<file path="src/rtl/i2s_dac_transmitter.sv">
// i2s_dac_transmitter
//   Stereo I2S transmitter for an audio DAC. Sample pairs are pushed into a
//   small FIFO in the CLOCK_50 domain and serialised MSB-first onto
//   AUD_DACDAT, timed by the codec's AUD_BCLK / AUD_DACLRCK. Both codec
//   clocks are asynchronous and are oversampled by CLOCK_50.
//
// Ports
//   CLOCK_50         system clock, all state updates on its rising edge
//   reset            synchronous, active-high reset
//   write            push request for one stereo pair
//   writedata_left   left sample (two's complement)
//   writedata_right  right sample (two's complement)
//   write_ready      FIFO can accept a pair this cycle
//   AUD_BCLK         codec bit clock (async)
//   AUD_DACLRCK      codec frame clock (async), low = left, high = right
//   AUD_DACDAT       serial data to the codec
//   underflow        sticky: a frame started with the FIFO empty
//   fifo_level       number of stored pairs
module i2s_dac_transmitter #(
    parameter int DATA_WIDTH = 24,
    parameter int FIFO_DEPTH = 4
) (
    input  logic                          CLOCK_50,
    input  logic                          reset,
    input  logic                          write,
    input  logic [DATA_WIDTH-1:0]         writedata_left,
    input  logic [DATA_WIDTH-1:0]         writedata_right,
    output logic                          write_ready,
    input  logic                          AUD_BCLK,
    input  logic                          AUD_DACLRCK,
    output logic                          AUD_DACDAT,
    output logic                          underflow,
    output logic [$clog2(FIFO_DEPTH):0]   fifo_level
);

    localparam int AW = $clog2(FIFO_DEPTH);
    localparam int CW = $clog2(DATA_WIDTH + 1);
    localparam logic [AW:0]   FULL = (AW + 1)'(FIFO_DEPTH);
    localparam logic [CW-1:0] BITS = CW'(DATA_WIDTH);

    typedef enum logic [1:0] {
        IDLE,
        LEFT,
        RIGHT
    } state_t;

    state_t state;

    logic bclk_s1, bclk_s2, bclk_d;
    logic lrck_s1, lrck_s2, lrck_d;
    logic bclk_fall, lrck_fall, lrck_rise;

    logic [DATA_WIDTH-1:0] mem_l [FIFO_DEPTH];
    logic [DATA_WIDTH-1:0] mem_r [FIFO_DEPTH];
    logic [AW-1:0]         wr_ptr, rd_ptr;

    logic push, pop_req, pop_ok, load_right;

    logic [DATA_WIDTH-1:0] shift_reg, hold_reg;
    logic [CW-1:0]         bit_cnt;

    // Two-flop synchronisers plus one delay flop for edge detection.
    always_ff @(posedge CLOCK_50) begin
        if (reset) begin
            bclk_s1 <= 1'b0;
            bclk_s2 <= 1'b0;
            bclk_d  <= 1'b0;
            lrck_s1 <= 1'b0;
            lrck_s2 <= 1'b0;
            lrck_d  <= 1'b0;
        end else begin
            bclk_s1 <= AUD_BCLK;
            bclk_s2 <= bclk_s1;
            bclk_d  <= bclk_s2;
            lrck_s1 <= AUD_DACLRCK;
            lrck_s2 <= lrck_s1;
            lrck_d  <= lrck_s2;
        end
    end

    assign bclk_fall = bclk_d & ~bclk_s2;
    assign lrck_fall = lrck_d & ~lrck_s2;
    assign lrck_rise = ~lrck_d & lrck_s2;

    assign write_ready = (fifo_level < FULL);
    assign push        = write & write_ready;

    // A falling LRCK starts a new frame from IDLE or RIGHT; it is ignored in LEFT.
    assign pop_req    = lrck_fall & (state != LEFT);
    assign pop_ok     = pop_req & (fifo_level != '0);
    assign load_right = lrck_rise & (state == LEFT);

    // FIFO bookkeeping. An empty-FIFO pop is an underflow and does not move
    // rd_ptr, so a push in the same cycle is simply stored.
    always_ff @(posedge CLOCK_50) begin
        if (reset) begin
            wr_ptr     <= '0;
            rd_ptr     <= '0;
            fifo_level <= '0;
        end else begin
            if (push)
                wr_ptr <= wr_ptr + 1'b1;
            if (pop_ok)
                rd_ptr <= rd_ptr + 1'b1;
            case ({push, pop_ok})
                2'b10:   fifo_level <= fifo_level + 1'b1;
                2'b01:   fifo_level <= fifo_level - 1'b1;
                default: ;
            endcase
        end
    end

    always_ff @(posedge CLOCK_50) begin
        if (push) begin
            mem_l[wr_ptr] <= writedata_left;
            mem_r[wr_ptr] <= writedata_right;
        end
    end

    // Frame FSM and serialiser. A word load drives a 0 for one BCLK, which
    // produces the I2S one-bit delay after each LRCK edge; a load always wins
    // over a coincident BCLK fall.
    always_ff @(posedge CLOCK_50) begin
        if (reset) begin
            state      <= IDLE;
            shift_reg  <= '0;
            hold_reg   <= '0;
            bit_cnt    <= '0;
            AUD_DACDAT <= 1'b0;
            underflow  <= 1'b0;
        end else if (pop_req) begin
            state      <= LEFT;
            bit_cnt    <= BITS;
            AUD_DACDAT <= 1'b0;
            if (pop_ok) begin
                shift_reg <= mem_l[rd_ptr];
                hold_reg  <= mem_r[rd_ptr];
            end else begin
                shift_reg <= '0;
                hold_reg  <= '0;
                underflow <= 1'b1;
            end
        end else if (load_right) begin
            state      <= RIGHT;
            shift_reg  <= hold_reg;
            bit_cnt    <= BITS;
            AUD_DACDAT <= 1'b0;
        end else if (bclk_fall) begin
            if (bit_cnt != '0) begin
                AUD_DACDAT <= shift_reg[DATA_WIDTH-1];
                shift_reg  <= {shift_reg[DATA_WIDTH-2:0], 1'b0};
                bit_cnt    <= bit_cnt - 1'b1;
            end else begin
                AUD_DACDAT <= 1'b0;
            end
        end
    end

endmodule

</file>
<file path="config.mk">
export PLATFORM = sky130hd
export DESIGN_NAME = i2s_dac_transmitter
export DESIGN_NICKNAME = d
export VERILOG_FILES = /design/src/rtl/i2s_dac_transmitter.sv
export SDC_FILE = /design/constraint.sdc
export NUM_CORES = 1
export LEC_CHECK = 0
export ABC_AREA = 1
export CAP_MARGIN = 20
export CORE_MARGIN = 5
export CORE_UTILIZATION = 59
export DETAILED_ROUTE_END_ITERATION = 7
export HOLD_SLACK_MARGIN = 0.03
export PLACE_DENSITY = 0.87
export SLEW_MARGIN = 20
export SYNTH_ARGS = -nofsm -noshare
export SYNTH_HDL_FRONTEND = slang
export SYNTH_SLANG_ARGS = --single-unit
</file>
<file path="constraint.sdc">
create_clock -name CLOCK_50 -period 4.3 [get_ports CLOCK_50]
set_clock_uncertainty 0.1 [all_clocks]
set_input_delay 0.86 -clock CLOCK_50 [delete_from_list [all_inputs] [get_ports CLOCK_50]]
set_output_delay 0.86 -clock CLOCK_50 [all_outputs]
set_load 0.1 [all_outputs]
</file>
==> flow_summary.ini <==
[outcome]
status = finished clean

[clocking]
htreeDepth = 1
post_cts_buffers = 0
cts_tree = built
cts_buffers = 26
ctsLongestPathBuffers = 3
cts_root_buffer = clkbuf_16
cts_hold_buf = 0
clk_latency_ns = 0.53
post_cts_resize_count = 0
path_clk_slew_ns = 0.07
cts.sinks = 264

[sta]
hold_violations = 0
timing.fmax_ghz = 0.3315
post-route-period-util_pct = 70.15
slew_headroom_pct = 26.67
setup_viol_count_final = 0
setup_tns_ns = 0
rsz0062_at_grt = no
finalCriticalPeriod_ns = 3.016
slew_viol_final = 0
setup_slack_ns = 1.284
tightest_slew_ns = 1.100

[drt]
drc = 0
wl_per_cell_um = 16.32
drtIter0Drc = 573
vias = 7558
via_per_inst = 5.489
drtPass1Iterations = 6
ant_nets = 0
wl_mm = 22.48

[placed_design]
dpl-instance-area_mm2 = 0.01162
io_buffers = 58
dpl.hpwl_mm = 13.08
place_congestion = 0.8170
pre_cts_ws_ns = 1.237

[grt]
grt_max_degree = 104
grtUsageTotal_pct = 20.72
antenna_found_initial = 0
grt_overflow = 0
grt_pass1_wl_mm = 36.47
first_global_vias = 7615

[finish]
syn2layout_area_growth_pct = 14.63
fin_area_mm2 = 0.01245
fillCellCount = 1243
nNetsFinal = 1189
seq_area_mm2 = 0.007208
top_regs = mem_l x96, mem_r x96
layout_commonest_cell = nand2_1
multi_input_area_mm2 = 0.002928
antenna_cells = 0
layout_common_cells = 309 x nand2_1, 192 x edfxtp_1, 133 x nand3_1
drive_gt1_share_pct = 6.359

[synthesis]
synth_area_per_cell_um2 = 10.01
ys_types = 26
synth_edf_count = 192
synth_fp_nets = 1145
seq_area_frac_synth_pct = 66.34
synthArstFlopShare_pct = 0
synth_seq_cells = 264
ys_warn_count = 0
syn-cell-area_mm2 = 0.01086
synthFlopType = edfxtp_1
netlist_instances = 1085

[floorplan]
die_w_um = 145.7
ios = 59
rows = 49
start_util_pct = 60.27
die_height_um = 145.7
fp.coreArea_mm2 = 0.01802
dieArea_mm2 = 0.02123

[flow_run]
maxCapViolations = 0

[setup_path]
required_ns = 3.34
path_max_fanout = 5
start_kind = register
setup.worst_path.end_class = output port
worst-setup-path-type = register to output port
cp.arrival_ns = 2.06

[power_and_ir_drop]
p_leak_nw = 4.988
vdd_drop_max_v = 0.0003866
p_per_area_mw_per_mm2 = 434.6

[hold_path]
hold_class = register to register
routing by layer:
metal	track usage [%]	vias to the layer above	share of wire, %
li1	-	3659	-
met1	25.89	3564	40
met2	36.94	277	51
met3	3.301	58	6.9
met4	6.670	0	2.7
met5	0	-	0
cells in the mapped netlist, types with 2 or more instances:
master    instances  share of area [%]
o32ai_1           5               0.40
buf_1             3               0.10
nand2_1         309                 11
nand2_2           3               0.17
buf_6             3               0.31
nor2_4            2               0.21
nand3b_1          3               0.21
or2_2             7               0.40
inv_2             3               0.10
nor2_2            3               0.17
o21bai_1         23                1.6
dfxtp_1          72                 13
buf_2            25                1.2
clkbuf_1         24               0.83
o22ai_1          16               0.92
ha_1              6               0.69
edfxtp_1        192                 53
nand3_1         133                6.1
a21oi_1          41                1.9
inv_1           129                4.5
nor2_1           65                2.2
o21ai_0          14               0.64
worst paths after layout:
| path | start | endpoint | slack [ns] | cells past startpoint |
|---|---|---|---|---|
| setup / recovery | fifo_level[2] | write_ready | 1.28 | 2 |
| hold / removal | bclk_s1 | bclk_s2 | 0.31 | 2 |
| setup reg to reg | fifo_level[0] | fifo_level[2] | 2.08 | 11 |
| hold reg to reg | bclk_s1 | bclk_s2 | 0.31 | 2 |
power breakdown:
group	switching, mW	leakage, nW	total (mW)	internal [mW]
logic	0.238	2.24	0.365	0.127
registers	0.0310	2.35	2.88	2.85
clock network	0.898	0.403	2.17	1.27
cell families (layout without fill, tap and decap cells):
logic type	count (synthesis)	in the layout	synth area share [%]
compound gates	99	99	5.448
fa+ha+maj	7	7	0.8753
buf+inv	188	251	6.991
flops	264	264	66.34
simple gates	526	526	20.27
xor+xnor	1	1	0.08063
critical path, cell delays in order (launching register included):
cell             delay (ns)
dfxtp_1                0.32
inv_2                  0.08
clkdlybuf4s50_1        1.13
final cells by class:
cell class,count,share of cell area [%]
Multi-Input combinational cell,633,23.51
Clock buffer,35,5.998
Timing Repair Buffer,71,5.647
Tap cell,229,2.301
Sequential cell,264,57.88
Inverter,133,4.009
Clock inverter,12,0.6531
per-stage QoR:
step	hold WS (ns)	instances	utilization [%]	power, mW
floorplan	0.2883	1085	-	3.146
global placement	0.3004	1330	64.49	3.273
detailed placement	0.2946	1330	64.49	3.291
CTS	0.3128	1377	69.09	5.433
global route	0.3472	1377	69.09	5.596
finish	0.3096	1377	69.09	5.412
No activity file was read; power rests on OpenSTA's default activity.
